**src/rtl/pbs_battle_core.sv**
```systemverilog
// Battle-resolution datapath: HP registers, LFSR-driven AI move / accuracy roll, 3-stage damage pipeline.
// Optional build macro PBS_FAINT_LOCK_EN blocks new calculations once either combatant reaches 0 HP.
module pbs_battle_core #(
    parameter logic [3:0]  HP_INIT   = 4'd9,
    parameter logic [15:0] LFSR_SEED = 16'hACE1
) (
    input  logic       clk,
    input  logic       rst,
    input  logic       actr,
    input  logic [1:0] p_move,
    input  logic       target,
    input  logic       calc_dmg,
    input  logic       app_dmg,
    output logic [3:0] p_hp,
    output logic [3:0] ai_hp,
    output logic       busy,
    output logic       result_valid,
    output logic       hit,
    output logic [2:0] dmg_out,
    output logic [1:0] move_used
);

    localparam int DATA_W = 4;
    localparam int COEF_W = 3;

    function automatic logic [COEF_W-1:0] move_dmg(input logic [1:0] move);
        case (move)
            2'd0:    move_dmg = 3'd1;
            2'd1:    move_dmg = 3'd2;
            2'd2:    move_dmg = 3'd3;
            default: move_dmg = 3'd4;
        endcase
    endfunction

    function automatic logic [DATA_W-1:0] move_acc(input logic [1:0] move);
        case (move)
            2'd0:    move_acc = 4'd15;
            2'd1:    move_acc = 4'd12;
            2'd2:    move_acc = 4'd8;
            default: move_acc = 4'd4;
        endcase
    endfunction

    // HP never wraps: a hit that would go negative clamps to zero.
    function automatic logic [DATA_W-1:0] sat_sub(input logic [DATA_W-1:0] hp,
                                                  input logic [COEF_W-1:0] dmg,
                                                  input logic              is_hit);
        logic signed [DATA_W+1:0] diff;
        diff = $signed({2'b00, hp}) - $signed({{(DATA_W+2-COEF_W){1'b0}}, dmg});
        if (!is_hit)
            sat_sub = hp;
        else if (diff[DATA_W+1] || diff == '0)
            sat_sub = '0;
        else
            sat_sub = diff[DATA_W-1:0];
    endfunction

    logic [15:0] lfsr;
    logic        lfsr_fb;
    logic        lock;
    logic        accept;
    logic        commit;

    logic [1:0]        move_p0;
    logic              tgt_p0;
    logic [DATA_W-1:0] roll_p0;
    logic              vld_p0;

    logic [1:0]        move_p1;
    logic              tgt_p1;
    logic [COEF_W-1:0] dmg_p1;
    logic              hit_p1;
    logic [DATA_W-1:0] hp_p1;
    logic              vld_p1;

    logic              tgt_p2;
    logic [DATA_W-1:0] hp_new_p2;

    assign lfsr_fb = lfsr[15] ^ lfsr[13] ^ lfsr[12] ^ lfsr[10];

`ifdef PBS_FAINT_LOCK_EN
    assign lock = (p_hp == '0) || (ai_hp == '0);
`else
    assign lock = 1'b0;
`endif

    assign accept = calc_dmg && !busy && !lock;
    assign commit = app_dmg && result_valid;

    always_ff @(posedge clk) begin
        // stage 1: capture move, victim and roll from the pre-edge LFSR
        if (accept) begin
            move_p0 <= actr ? lfsr[1:0] : p_move;
            tgt_p0  <= target;
            roll_p0 <= lfsr[5:2];
        end
        // stage 2: table lookup, hit decision, HP snapshot
        if (vld_p0) begin
            move_p1 <= move_p0;
            tgt_p1  <= tgt_p0;
            dmg_p1  <= move_dmg(move_p0);
            hit_p1  <= move_acc(move_p0) >= roll_p0;
            hp_p1   <= tgt_p0 ? ai_hp : p_hp;
        end
        // stage 3: saturating new HP, held until commit
        if (vld_p1) begin
            tgt_p2    <= tgt_p1;
            hp_new_p2 <= sat_sub(hp_p1, dmg_p1, hit_p1);
        end
    end

    always_ff @(posedge clk) begin
        if (!rst) begin
            lfsr         <= LFSR_SEED;
            busy         <= 1'b0;
            vld_p0       <= 1'b0;
            vld_p1       <= 1'b0;
            result_valid <= 1'b0;
            hit          <= 1'b0;
            dmg_out      <= '0;
            move_used    <= '0;
            p_hp         <= HP_INIT;
            ai_hp        <= HP_INIT;
        end else begin
            lfsr   <= {lfsr[14:0], lfsr_fb};
            vld_p0 <= accept;
            vld_p1 <= vld_p0;
            if (accept)
                busy <= 1'b1;
            if (vld_p1) begin
                result_valid <= 1'b1;
                hit          <= hit_p1;
                dmg_out      <= hit_p1 ? dmg_p1 : '0;
                move_used    <= move_p1;
            end
            if (commit) begin
                result_valid <= 1'b0;
                busy         <= 1'b0;
                if (tgt_p2)
                    ai_hp <= hp_new_p2;
                else
                    p_hp <= hp_new_p2;
            end
        end
    end

endmodule

```
**config.mk**
```make
export PLATFORM = sky130hd
export DESIGN_NAME = pbs_battle_core
export DESIGN_NICKNAME = d
export VERILOG_FILES = /design/src/rtl/pbs_battle_core.sv
export SDC_FILE = /design/constraint.sdc
export NUM_CORES = 1
export LEC_CHECK = 0
export CORE_MARGIN = 2
export CORE_UTILIZATION = 25
export DETAILED_ROUTE_END_ITERATION = 12
export GPL_TIMING_DRIVEN = 0
export PLACE_DENSITY = 0.5
export REMOVE_ABC_BUFFERS = 1
export SKIP_CTS_REPAIR_TIMING = 1
export SLEW_MARGIN = 20
export SYNTH_ARGS = -nofsm -noshare
export SYNTH_HDL_FRONTEND = slang
export SYNTH_SLANG_ARGS = --single-unit
export TNS_END_PERCENT = 50
```
**constraint.sdc**
```tcl
create_clock -name clk -period 1.65 [get_ports clk]
set_input_delay 0.165 -clock clk [delete_from_list [all_inputs] [get_ports clk]]
set_output_delay 0.165 -clock clk [all_outputs]
set_load 0.02 [all_outputs]
```
; After elaboration in Yosys (flattened, before gate mapping)
; Index checks and enable logic that the tools add are counted.
[op_classes]
n_reduce_logical = 9
n_bitwise = 5
addsub = 1
mux = 8
order_cmp = 1
eq_ne = 2
[op_table]
columns = op, n
row1 = two-way mux 4 bit, 4
row2 = one-hot mux 4 bit (3 select lines), 1
row3 = one-hot mux 3 bit (3 select lines), 1
row4 = zero test 6 bit, 1
row5 = subtractor 4 x 3 -> 5 bit, 1
row6 = >= comparator 4 bit, 1
row7 = AND reduction 2 bit, 2
row8 = two-way mux 3 bit, 1
row9 = XOR 1 bit, 3
row10 = "equality test 2 x 1 -> 1 bit, second input constant", 1
row11 = "equality test 2 bit, second input constant", 1
row12 = logical AND 1 bit, 2
row13 = zero test 2 bit, 1
row14 = two-way mux 2 bit, 1
row15 = NOT 1 bit, 2
row16 = OR reduction 2 bit, 1
row17 = zero test 1 bit, 1
row18 = logical OR 1 bit, 1
[totals]
elab_cells = 46
ff_bits = 57

; Longest topological paths before layout
[depth]
depth_word = 5
ltp_mapped = 7
depth_no_buf = 7

; Least setup slack after synthesis
; No wires, ideal clock.
[synth_timing]
kind = reg2reg
from = reg hp_p1[0]
to = reg hp_new_p2[1] (data pin)
required_ns = 1.393
stages_incl_launch_ff = 8
synth_period_minus_slack_ns = 1.676
slack_ns = -0.026
n_path_buf = 0
arrival_ns = 1.419
path_cell_list = edfxtp_1 > inv_1 > ha_1 > inv_1 > fa_1 > a211o_1 > nand2_1 > o2bb2ai_1
[synth_between]
elab_chain_len = 5
[synth_rtl]
columns = element, line
row1 = start: declaration, 73  ; logic [DATA_W-1:0] hp_p1;
row2 = start signal: assignment, 103  ; hp_p1 <= tgt_p0 ? ai_hp : p_hp;
row3 = subtractor 4 x 3 -> 5 bit *, 49  ; diff = $signed({2'b00, hp}) - $signed({{(DATA_W+2-COEF_W){1'b0}}, dmg});
row4 = zero test 6 bit, 52  ; else if (diff[DATA_W+1] || diff == '0)
row5 = logical OR 1 bit, 52
row6 = two-way mux 4 bit *, 52
row7 = two-way mux 4 bit *, 50  ; if (!is_hit)
row8 = end signal: assignment, 108  ; hp_new_p2 <= sat_sub(hp_p1, dmg_p1, hit_p1);
row9 = end: declaration, 77  ; logic [DATA_W-1:0] hp_new_p2;
; Every way passes the cells marked *; elsewhere a longest branch is shown, timed or not.
; A chain may end at the register's enable or synchronous reset.

; Worst setup path after layout
[layout_timing]
from = reg hp_p1[0]
to = reg hp_new_p2[2] (data pin)
; The elaborated chain is that of the path after synthesis.

==> results.yml <==
cells_and_area:
  seq_area_um2: 1371
  final_common_cell: "dfxtp_1"
  fill_cells: 873
  final_cell_mix: "34 x dfxtp_1, 23 x edfxtp_1, 22 x clkdlybuf4s50_1, 11 x nand2b_1, 11 x mux2i_1"
  area_delta_synth_final_pct: 26.38
  instances_no_fill: 320
  drive_gt1_frac: 0.1557
  diodes: 0
  multi_input_area_um2: 794.5
  final_nets: 228
placement:
  gp_congestion: 0.7721
  portBuffers: 23
  dp_slack_ns: -0.1809
  place_inst: 301
  dp_hpwl_um: 2456
clock_network:
  clockBufferDepth: 2
  numCtsBuffers: 9
  clk_pin_slew_worst_paths_ns: 0.07
  root_buffer: "clkbuf_8"
  clock_sinks: 57
  h-tree-depth: 3
  cts_tree: "yes"
  clk_latency_ns: 0.33
pwr:
  leakagePower_nw: 1.075
  p_comb_frac: 0.066
  clockPowerShare: 0.406
  vdd_drop_max_mv: 0.4547
  p_int_mw: 2.332
  p_seq_frac: 0.528
  switching_share: 0.2254
  p_per_area_nw_per_um2: 1080
  p_sw_mw: 0.6785
routing:
  wl_per_cell_um: 11.47
  drc: 0
  wl_met2_um: 1603
  drt_iter0_markers: 32
  top_layer: "met4"
  antenna_left: 0
  finalWirelength_um: 3670
  vias: 1284
  drt_pass1_iterations: 4
  routed-wl-met3_um: 188
  vias_per_cell: 4.013
  met1_length_um: 1768
worst_hold_path:
  min_from: "rst"
  hold_depth: 2
  hp-class: "primary input to flop"
  worstHoldEndpoint: "p_hp[3]"
status:
  failed_checks: "setup timing"
  status: "complete, but fails checks"
synth:
  synth.area.top_cells: "edfxtp_1 31%, dfxtp_1 31%, ha_1 6.8%"
  synth_top_area_share: 0.3131
  syn_area_per_cell_um2: 12.60
  yosysWarnings: 0
  synthCells: 175
  ys_types: 28
  ys_seq_area_frac: 0.6217
  synth_top_area_cell: "edfxtp_1"
  ys_ff_latch: 57
  synth_area_um2: 2206
timing:
  setup_viol_count_final: 3
  setup_ws_ns: -0.05041
  finalMaxSlewViolations: 0
  relSlewSlack: 0.5394
  hold_viol_final: 0
  rsz0062_at_grt: "yes"
  period_needed_ns: 1.700
  fmax_ghz: 0.5881
  post-route-period-util: 1.031
  fin_skew_ns: 0.007479
  tns_ns: -0.09313
  worst_pin_slew_ns: 0.6894
setup_path:
  timing.rr.start: "hp_p1[0]"
  worst_setup_path_end_kind: "flop"
  startpoint_type: "flop"
  required_ns: 1.73
  worstSetupPathType: "flop to flop"
  rr_worst_depth: 7
  critPathArrivalTime_ns: 1.79
  r2r_end: "hp_new_p2[2]"
  rrSetupSlack_ns: -0.05
  cp_max_fo: 3
global_routing:
  grt_overflow: 0
  grt_pass1_wl_um: 6216
  grt_antenna_before_repair: 0
  grt_pass1_vias: 1245
  grtUsageTotal: 0.08649
  grt_max_degree: 34
floorplanning:
  io_pins: 24
  fp.dieH_um: 97.94
  fp.dieW_um: 97.94
  die_area_um2: 9591
  rows: 34
  initial_core_util: 0.2554
  core-area_um2: 8636
flow_run:
  drv_cap: 0
power by group through the flow:
stage | combinational, mW | sequential, mW | clock, mW
2_1_floorplan | 0.113 | 1.61 | 0
3_5_place_dp | 0.191 | 1.62 | 0
3_3_place_gp | 0.191 | 1.62 | 0
6_report | 0.199 | 1.59 | 1.22
5_1_grt | 0.227 | 1.60 | 1.34
4_1_cts | 0.193 | 1.59 | 1.27
layer usage:
metal  GRT usage  vias to the layer above
met3     0.04223                        8
met2      0.1201                       24
met4     0.05769                        0
li1            -                      653
met1      0.1053                      599
met5           0                        -
synth_stat cells (all sizes together):
cell type	number
nor2	6
or4	1
nand4b	1
nor2b	9
dfxtp	34
xor2	2
o2bb2ai	2
nand3	5
xnor2	2
o21ai	2
nand2b	11
edfxtp	23
o22ai	1
a21boi	3
mux2i	11
clkbuf	3
and2	10
inv	14
a21oi	2
mux2	6
fa	1
o211ai	1
buf	2
a211o	1
nand3b	1
nand2	9
ha	12
cell type report:
class | instances | area share
Multi-Input combinational cell | 99 | 0.2850
Tap cell | 108 | 0.04847
Inverter | 14 | 0.01885
Clock buffer | 10 | 0.04578
Sequential cell | 57 | 0.4919
Timing Repair Buffer | 26 | 0.08887
Clock inverter | 6 | 0.02110
worst max-delay path by stage:
stage / startpoint / end / slack, ns / depth (start not counted)
finish: hp_p1[0] / hp_new_p2[2] / -0.05 / 7
global route: hp_p1[0] / hp_new_p2[2] / -0.12 / 7
CTS: hp_p1[0] / hp_new_p2[2] / -0.19 / 7
detailed placement: hp_p1[0] / hp_new_p2[0] / -0.18 / 7
global placement: rst / busy / -0.15 / 3
floorplan: hp_p1[0] / hp_new_p2[0] / -0.03 / 7
flip-flops by register name (all words and copies together), names as in the netlist, 2 cells and up:
register   cells
lfsr          16
ai_hp          4
hp_new_p2      4
hp_p1          4
p_hp           4
roll_p0        4
dmg_out        3
dmg_p1         3
move_p0        2
move_p1        2
move_used      2
metrics by stage:
stage | power (mW) | utilization | area [µm²] | hold slack [ns]
floorplan | 1.725 | - | 2182 | 0.2269
global route | 3.164 | 0.3228 | 2788 | 0.2813
finish | 3.010 | 0.3228 | 2788 | 0.2446
detailed placement | 1.809 | 0.2950 | 2547 | 0.4006
CTS | 3.048 | 0.3166 | 2734 | 0.3855
global placement | 1.809 | 0.2950 | 2547 | 0.3906
critical path: stages (launching register included):
cell and delay, ns:
edfxtp_1 0.38, inv_2 0.09, ha_4 0.13, inv_2 0.03
fa_2 0.36, a211o_1 0.28, nand2_2 0.10, o2bb2ai_1 0.09
kinds of logic after synthesis:
| kind of cell | count (synthesis) | share of synthesized area |
|---|---|---|
| and+or+nand+nor | 53 | 0.1327 |
| xor gates and xnor gates | 4 | 0.01588 |
| adders and majority gates | 13 | 0.07714 |
| buffers and inverters | 19 | 0.03460 |
| muxes | 17 | 0.08054 |
| DFF | 57 | 0.6217 |
| AOI/OAI and AO/OA | 12 | 0.03744 |
Power figures use the tool's default switching activity.
